<file path="config.mk">
export PLATFORM = sky130hd
export DESIGN_NAME = sargantana_icache_valid_ctrl
export DESIGN_NICKNAME = d
export VERILOG_FILES = /design/src/rtl/sargantana_icache_valid_ctrl.sv
export SDC_FILE = /design/constraint.sdc
export NUM_CORES = 1
export LEC_CHECK = 0
export BUFFER_PORTS_ARGS = -buffer_cell sky130_fd_sc_hd__buf_2
export CORE_MARGIN = 2
export CORE_UTILIZATION = 36
export CTS_CLUSTER_SIZE = 24
export DETAILED_ROUTE_END_ITERATION = 8
export PLACE_DENSITY = 0.76
export SETUP_SLACK_MARGIN = 0.15
export SYNTH_ARGS = -nofsm -noshare
export SYNTH_HDL_FRONTEND = slang
export SYNTH_SLANG_ARGS = --single-unit
</file>
<file path="constraint.sdc">
create_clock -name clk_i -period 1.3 [get_ports clk_i]
set_input_delay 0.065 -clock clk_i [delete_from_list [all_inputs] [get_ports clk_i]]
set_output_delay 0.065 -clock clk_i [all_outputs]
set_load 0.05 [all_outputs]
</file>
<file path="src/rtl/sargantana_icache_valid_ctrl.sv">
// ---------------------------------------------------------------------------
// sargantana_icache_valid_ctrl
//
// Purpose:
//   Sequencer and arbiter for the icache valid-bit RAM write port. Three
//   requesters share one write per cycle:
//     - refill       : sets the valid bit of one way in one set
//     - invalidation : clears the valid bit of one way in one set
//     - flush        : walks every set index clearing all ways, stalling
//                      the core for the duration of the walk
//   Accepts and writes happen in the same cycle as the request. Only the FSM
//   state, the flush index counter and the done pulse are registered.
//
// Ports:
//   clk_i          clock
//   rst_i          synchronous, active-high reset (aborts a flush silently)
//   flush_req_i    flush request pulse (restarts a walk already in progress)
//   inval_req_i    invalidation request, held until inval_ack_o
//   inval_idx_i    set to invalidate
//   inval_way_i    way to invalidate
//   inval_ack_o    invalidation accepted this cycle
//   refill_req_i   refill valid-set request, held until refill_gnt_o
//   refill_idx_i   refilled set
//   refill_way_i   refilled way
//   refill_gnt_o   refill accepted this cycle
//   valid_we_o     valid RAM write enable
//   valid_addr_o   valid RAM set address
//   valid_wmask_o  per-way write mask
//   valid_wdata_o  bit value written to the masked ways
//   core_stall_o   high while flushing
//   flush_done_o   one-cycle pulse when a flush walk completes
// ---------------------------------------------------------------------------
module sargantana_icache_valid_ctrl #(
  parameter int ICACHE_N_WAY     = 4,
  parameter int ICACHE_IDX_WIDTH = 6
) (
  input  logic                            clk_i,
  input  logic                            rst_i,
  input  logic                            flush_req_i,
  input  logic                            inval_req_i,
  input  logic [ICACHE_IDX_WIDTH-1:0]     inval_idx_i,
  input  logic [$clog2(ICACHE_N_WAY)-1:0] inval_way_i,
  output logic                            inval_ack_o,
  input  logic                            refill_req_i,
  input  logic [ICACHE_IDX_WIDTH-1:0]     refill_idx_i,
  input  logic [$clog2(ICACHE_N_WAY)-1:0] refill_way_i,
  output logic                            refill_gnt_o,
  output logic                            valid_we_o,
  output logic [ICACHE_IDX_WIDTH-1:0]     valid_addr_o,
  output logic [ICACHE_N_WAY-1:0]         valid_wmask_o,
  output logic                            valid_wdata_o,
  output logic                            core_stall_o,
  output logic                            flush_done_o
);

  localparam int WAY_W = $clog2(ICACHE_N_WAY);
  localparam logic [ICACHE_IDX_WIDTH-1:0] CNT_LAST = {ICACHE_IDX_WIDTH{1'b1}};

  typedef enum logic {
    ST_IDLE  = 1'b0,
    ST_FLUSH = 1'b1
  } state_e;

  state_e                      state_q;
  logic [ICACHE_IDX_WIDTH-1:0] cnt_q;
  logic                        flush_done_q;

  // One-hot way decode for the two single-way requesters.
  logic [ICACHE_N_WAY-1:0] refill_onehot;
  logic [ICACHE_N_WAY-1:0] inval_onehot;

  for (genvar gi = 0; gi < ICACHE_N_WAY; gi++) begin : g_way_decode
    assign refill_onehot[gi] = (refill_way_i == WAY_W'(gi));
    assign inval_onehot[gi]  = (inval_way_i  == WAY_W'(gi));
  end

  // -------------------------------------------------------------------------
  // State, flush counter and done pulse.
  // A new flush request always restarts the walk from set 0, even on the
  // last index, so the aborted walk never reports completion.
  // -------------------------------------------------------------------------
  always_ff @(posedge clk_i) begin
    if (rst_i) begin
      state_q      <= ST_IDLE;
      cnt_q        <= '0;
      flush_done_q <= 1'b0;
    end else begin
      flush_done_q <= 1'b0;
      case (state_q)
        ST_IDLE: begin
          if (flush_req_i) begin
            state_q <= ST_FLUSH;
            cnt_q   <= '0;
          end
        end
        ST_FLUSH: begin
          if (flush_req_i) begin
            cnt_q <= '0;
          end else if (cnt_q == CNT_LAST) begin
            state_q      <= ST_IDLE;
            cnt_q        <= '0;
            flush_done_q <= 1'b1;
          end else begin
            cnt_q <= cnt_q + 1'b1;
          end
        end
        default: begin
          state_q <= ST_IDLE;
          cnt_q   <= '0;
        end
      endcase
    end
  end

  assign flush_done_o = flush_done_q;

  // -------------------------------------------------------------------------
  // Write-port mux and handshakes.
  // While flushing, single-way requests are acknowledged without a write:
  // an invalidation is covered by the flush, and a refill may carry a line
  // fetched before the flush began, so it must not become valid.
  // In IDLE, refill wins over invalidation; the loser stays asserted.
  // -------------------------------------------------------------------------
  always_comb begin
    valid_we_o    = 1'b0;
    valid_addr_o  = '0;
    valid_wmask_o = '0;
    valid_wdata_o = 1'b0;
    refill_gnt_o  = 1'b0;
    inval_ack_o   = 1'b0;
    core_stall_o  = 1'b0;

    if (state_q == ST_FLUSH) begin
      valid_we_o    = 1'b1;
      valid_addr_o  = cnt_q;
      valid_wmask_o = '1;
      valid_wdata_o = 1'b0;
      core_stall_o  = 1'b1;
      refill_gnt_o  = refill_req_i;
      inval_ack_o   = inval_req_i;
    end else if (refill_req_i) begin
      valid_we_o    = 1'b1;
      valid_addr_o  = refill_idx_i;
      valid_wmask_o = refill_onehot;
      valid_wdata_o = 1'b1;
      refill_gnt_o  = 1'b1;
    end else if (inval_req_i) begin
      valid_we_o    = 1'b1;
      valid_addr_o  = inval_idx_i;
      valid_wmask_o = inval_onehot;
      valid_wdata_o = 1'b0;
      inval_ack_o   = 1'b1;
    end
  end

endmodule

</file>
==> run summary <==
The nature of the critical path startpoint is a register. The cell area after technology mapping is 578 um^2. Once the floorplan was initialized, standard cells occupied 38.4% of the core. Clock tree synthesis found a total of 8 sinks.

The critical path starts at state_q$_SDFF_PP0_. The total power came out at 874 uW. The biggest area contributor in the post-synthesis netlist is sky130_fd_sc_hd__dfxtp_1. The shortest clock period the worst path allows after layout came out at 1.31 ns. The routed wire length is 1.96 mm. The final critical path takes up 101% of the cycle. The worst-skew pair later-pin latency is 0.26 ns. The met2 track demand over resource in global routing came out at 34.1%.

The share of Yosys cell area claimed by the top area cell type came out at 27.7%. For this run, design rule violations remaining after detail routing come to 0. In the synthesized netlist, the cells that appear most often are sky130_fd_sc_hd__nand2_1 (11), sky130_fd_sc_hd__o21ai_0 (11), sky130_fd_sc_hd__dfxtp_1 (8). The area added between synthesis and finish came out at 93.3%. In this run the critical register-to-register path is launched from state_q$_SDFF_PP0_. TritonCTS built the clock tree. The critical path required time came out at 1.24 ns. The routed layout has 801 vias. The worst path arrival time is 1.24 ns. After detailed routing, the average wire length per cell comes to 13.6 um. The core outline area is 0.00151 mm^2. The actual slew at the worst max-slew pin came out at 0.278 ns.

The number of buffers inserted during clock tree synthesis is 3. After clock tree synthesis, the clock-pin slew on the worst setup and hold paths is 0.06 ns. After floorplanning, the core was divided into 14 placement rows. In this run, flip-flops and latches consume 29.2% of the power.

The violation count after the first detailed-route iteration is 7. The final number of max-transition violations came out at 0. The start point of the worst hold path is flush_req_i. The global-route met1 utilization is 19.8%. The synthesized area divided by synthesized cell count is 7.05 um^2.

The critical path in this run is classified as reg -> out. The vertical die dimension is 44.1 um. The synthesized netlist cell count came out at 82. The count of different cell masters after synthesis is 28. The longest clock path from root to sink contains 2 buffers.

The fmax is 0.765 GHz. The layout has 96 filler cells. The headroom to the max-slew limit came out at 81.4%. The first global-routing pass estimated 2.76 mm of wire. The global placement routability congestion is 0.763. The count of buffers from port buffering is 36. The final setup violation count came out at 2. The post-synth net total is 104. The floorplan step set the die width to 44.1 um. The minimum hold slack is 0.0451 ns. The share of total power dissipated in combinational logic is 47.0%.

STA classifies the critical path endpoint as a primary output. The final cell utilization of the core came out at 74.2%. The via density per instance is 5.56. The number of flops mapped to enable cells by yosys came out at 0. The detailed placement HPWL is 1.25 mm.

In this run the count of I/O pins placed on the die edge is 37. The clock network is responsible for 23.8% of the overall power. The H-tree depth reported by CTS is 1.

The overall global routing resource usage came out at 19.0%. The final number of hold-violating endpoints is 0. In this run the clock root is driven by a sky130_fd_sc_hd__clkbuf_4. The internal power of the cells totals 535 uW.

The setup clock skew after layout came out at 0.000376 ns. The flow ran to the end, but the final reports show violations. The async set-or-reset flop fraction in the synthesized netlist is 0%. Counting flops and latches in the post-synthesis netlist gives 8. The power per unit of standard cell area is 782 mW/mm^2. The min-delay analysis places its worst path in the category in -> reg.

Setup repair after global routing could not meet its margin everywhere. The worst supply voltage drop on vdd came out at 723 uV. The final net count came out at 151. The slack of the critical path is -0.00713 ns. The static leakage is 0.486 nW. The number of antenna cells inserted is 0. The maximum number of pins on one net before global-route repair is 11.

The count of max-cap constraint violations is 0. The die footprint is 0.00194 mm^2. After synthesis, the cell types taking the most area are sky130_fd_sc_hd__dfxtp_1 (28%), sky130_fd_sc_hd__o21ai_0 (9.5%), sky130_fd_sc_hd__nand2_1 (7.1%). The antenna violation net count after detailed routing came out at 0. In this run switching power makes up 38.8% of total power. The initial antenna violation count was 0. The layer flagged by global routing as most heavily used is met2. The proportion of layout cells with a drive suffix above 1 came out at 58.6%.

The final reports fail on negative setup slack. For this run, the leading register cell type out of synthesis is sky130_fd_sc_hd__dfxtp_1. The share of the yosys chip area belonging to registers came out at 27.7%. The setup TNS after final layout is -0.00829 ns. The largest driver fanout on the critical path came out at 9.

The leftover overflow at the end of global routing came out at 0. The met3 track demand over resource in global routing came out at 9.80%. The number of warnings issued by yosys is 0. The iteration count of the initial detailed-routing pass is 4. The via count of the first global-routing pass came to 701. The analysis attributes to net switching a power of 339 uW.
-- critical path, stage by stage, from the launching register on --
cell and delay, ns:
sky130_fd_sc_hd__dfxtp_4 0.37, sky130_fd_sc_hd__buf_12 0.14, sky130_fd_sc_hd__a311o_2 0.31, sky130_fd_sc_hd__buf_6 0.16
-- cell type report --
class | count | area, um^2 | share of cell area, %
Tap cell | 16 | 20.0 | 1.79
Multi-Input combinational cell | 63 | 498 | 44.6
Clock buffer | 4 | 26.3 | 2.35
Timing Repair Buffer | 48 | 382 | 34.2
Inverter | 5 | 18.8 | 1.68
Sequential cell | 8 | 173 | 15.5
-- what timing repair did --
item / 4_1_cts / 5_1_grt
endpoints found under the setup margin: 16 / 18
hold buffers: 1 / 0
buffers inserted: 5 / 2
pin swaps: 0 / 3
hold endpoints to repair: 1 / 0
gates resized for setup: 31 / 13
-- sequential cells by signal, indices dropped and copies added, names as in the netlist --
| name | count |
|---|---|
| cnt_q | 6 |
| flush_done_o | 1 |
| state_q | 1 |
-- per-layer routing --
layer	vias to the layer above	part of all wire [%]
met4	0	0
met5	-	0
met1	379	38
met2	30	55
li1	392	-
met3	0	7.3
-- metrics by stage --
| stage | area [um^2] | std cells | setup slack [ns] |
|---|---|---|---|
| 2_1_floorplan | 673 | 82 | 0.108 |
| 3_3_place_gp | 880 | 132 | 0.119 |
| 3_5_place_dp | 880 | 132 | 0.0589 |
| 4_1_cts | 1050 | 142 | -0.00691 |
| 5_1_grt | 1120 | 144 | -0.0433 |
| 6_report | 1120 | 144 | -0.00713 |
-- path summary, 6_finish.rpt --
check / endpoint / slack (ns) / depth (start not counted)
worst max-delay path: valid_wmask_o[0] / -0.007 / 3
worst min-delay path: state_q$_SDFF_PP0_ / 0.05 / 3
worst max register to register: cnt_q[5]$_SDFFE_PP0P_ / 0.04 / 4
worst min register to register: cnt_q[1]$_SDFFE_PP0P_ / 0.52 / 2
-- cells in the final DEF (no fill, tap or decap), types with 3 or more instances in the layout --
cell,n
sky130_fd_sc_hd__buf_2,23
sky130_fd_sc_hd__buf_6,11
sky130_fd_sc_hd__nand2_1,10
sky130_fd_sc_hd__buf_4,9
sky130_fd_sc_hd__a21oi_1,6
sky130_fd_sc_hd__a22oi_1,5
sky130_fd_sc_hd__o21ai_4,4
sky130_fd_sc_hd__o21ai_2,4
sky130_fd_sc_hd__inv_1,4
sky130_fd_sc_hd__dfxtp_1,4
sky130_fd_sc_hd__nor2_1,3
sky130_fd_sc_hd__clkbuf_4,3
sky130_fd_sc_hd__dfxtp_4,3
sky130_fd_sc_hd__buf_8,3
-- power groups by stage --
stage	clock, mW	sequential, mW	combinational [mW]
floorplan	0	0.269	0.229
global placement	0	0.268	0.314
detailed placement	0	0.268	0.317
CTS	0.209	0.255	0.383
global route	0.225	0.256	0.429
finish	0.208	0.255	0.410
-- kinds of logic after synthesis --
logic type      count (synthesis)  synth area share [%]
xor+xnor                        1                  1.52
simple gates                   30                  26.6
buf+inv                        11                  8.87
compound gates                 31                  33.1
fa+ha+maj                       1                  2.16
flops                           8                  27.7
Power figures use the tool's default switching activity.
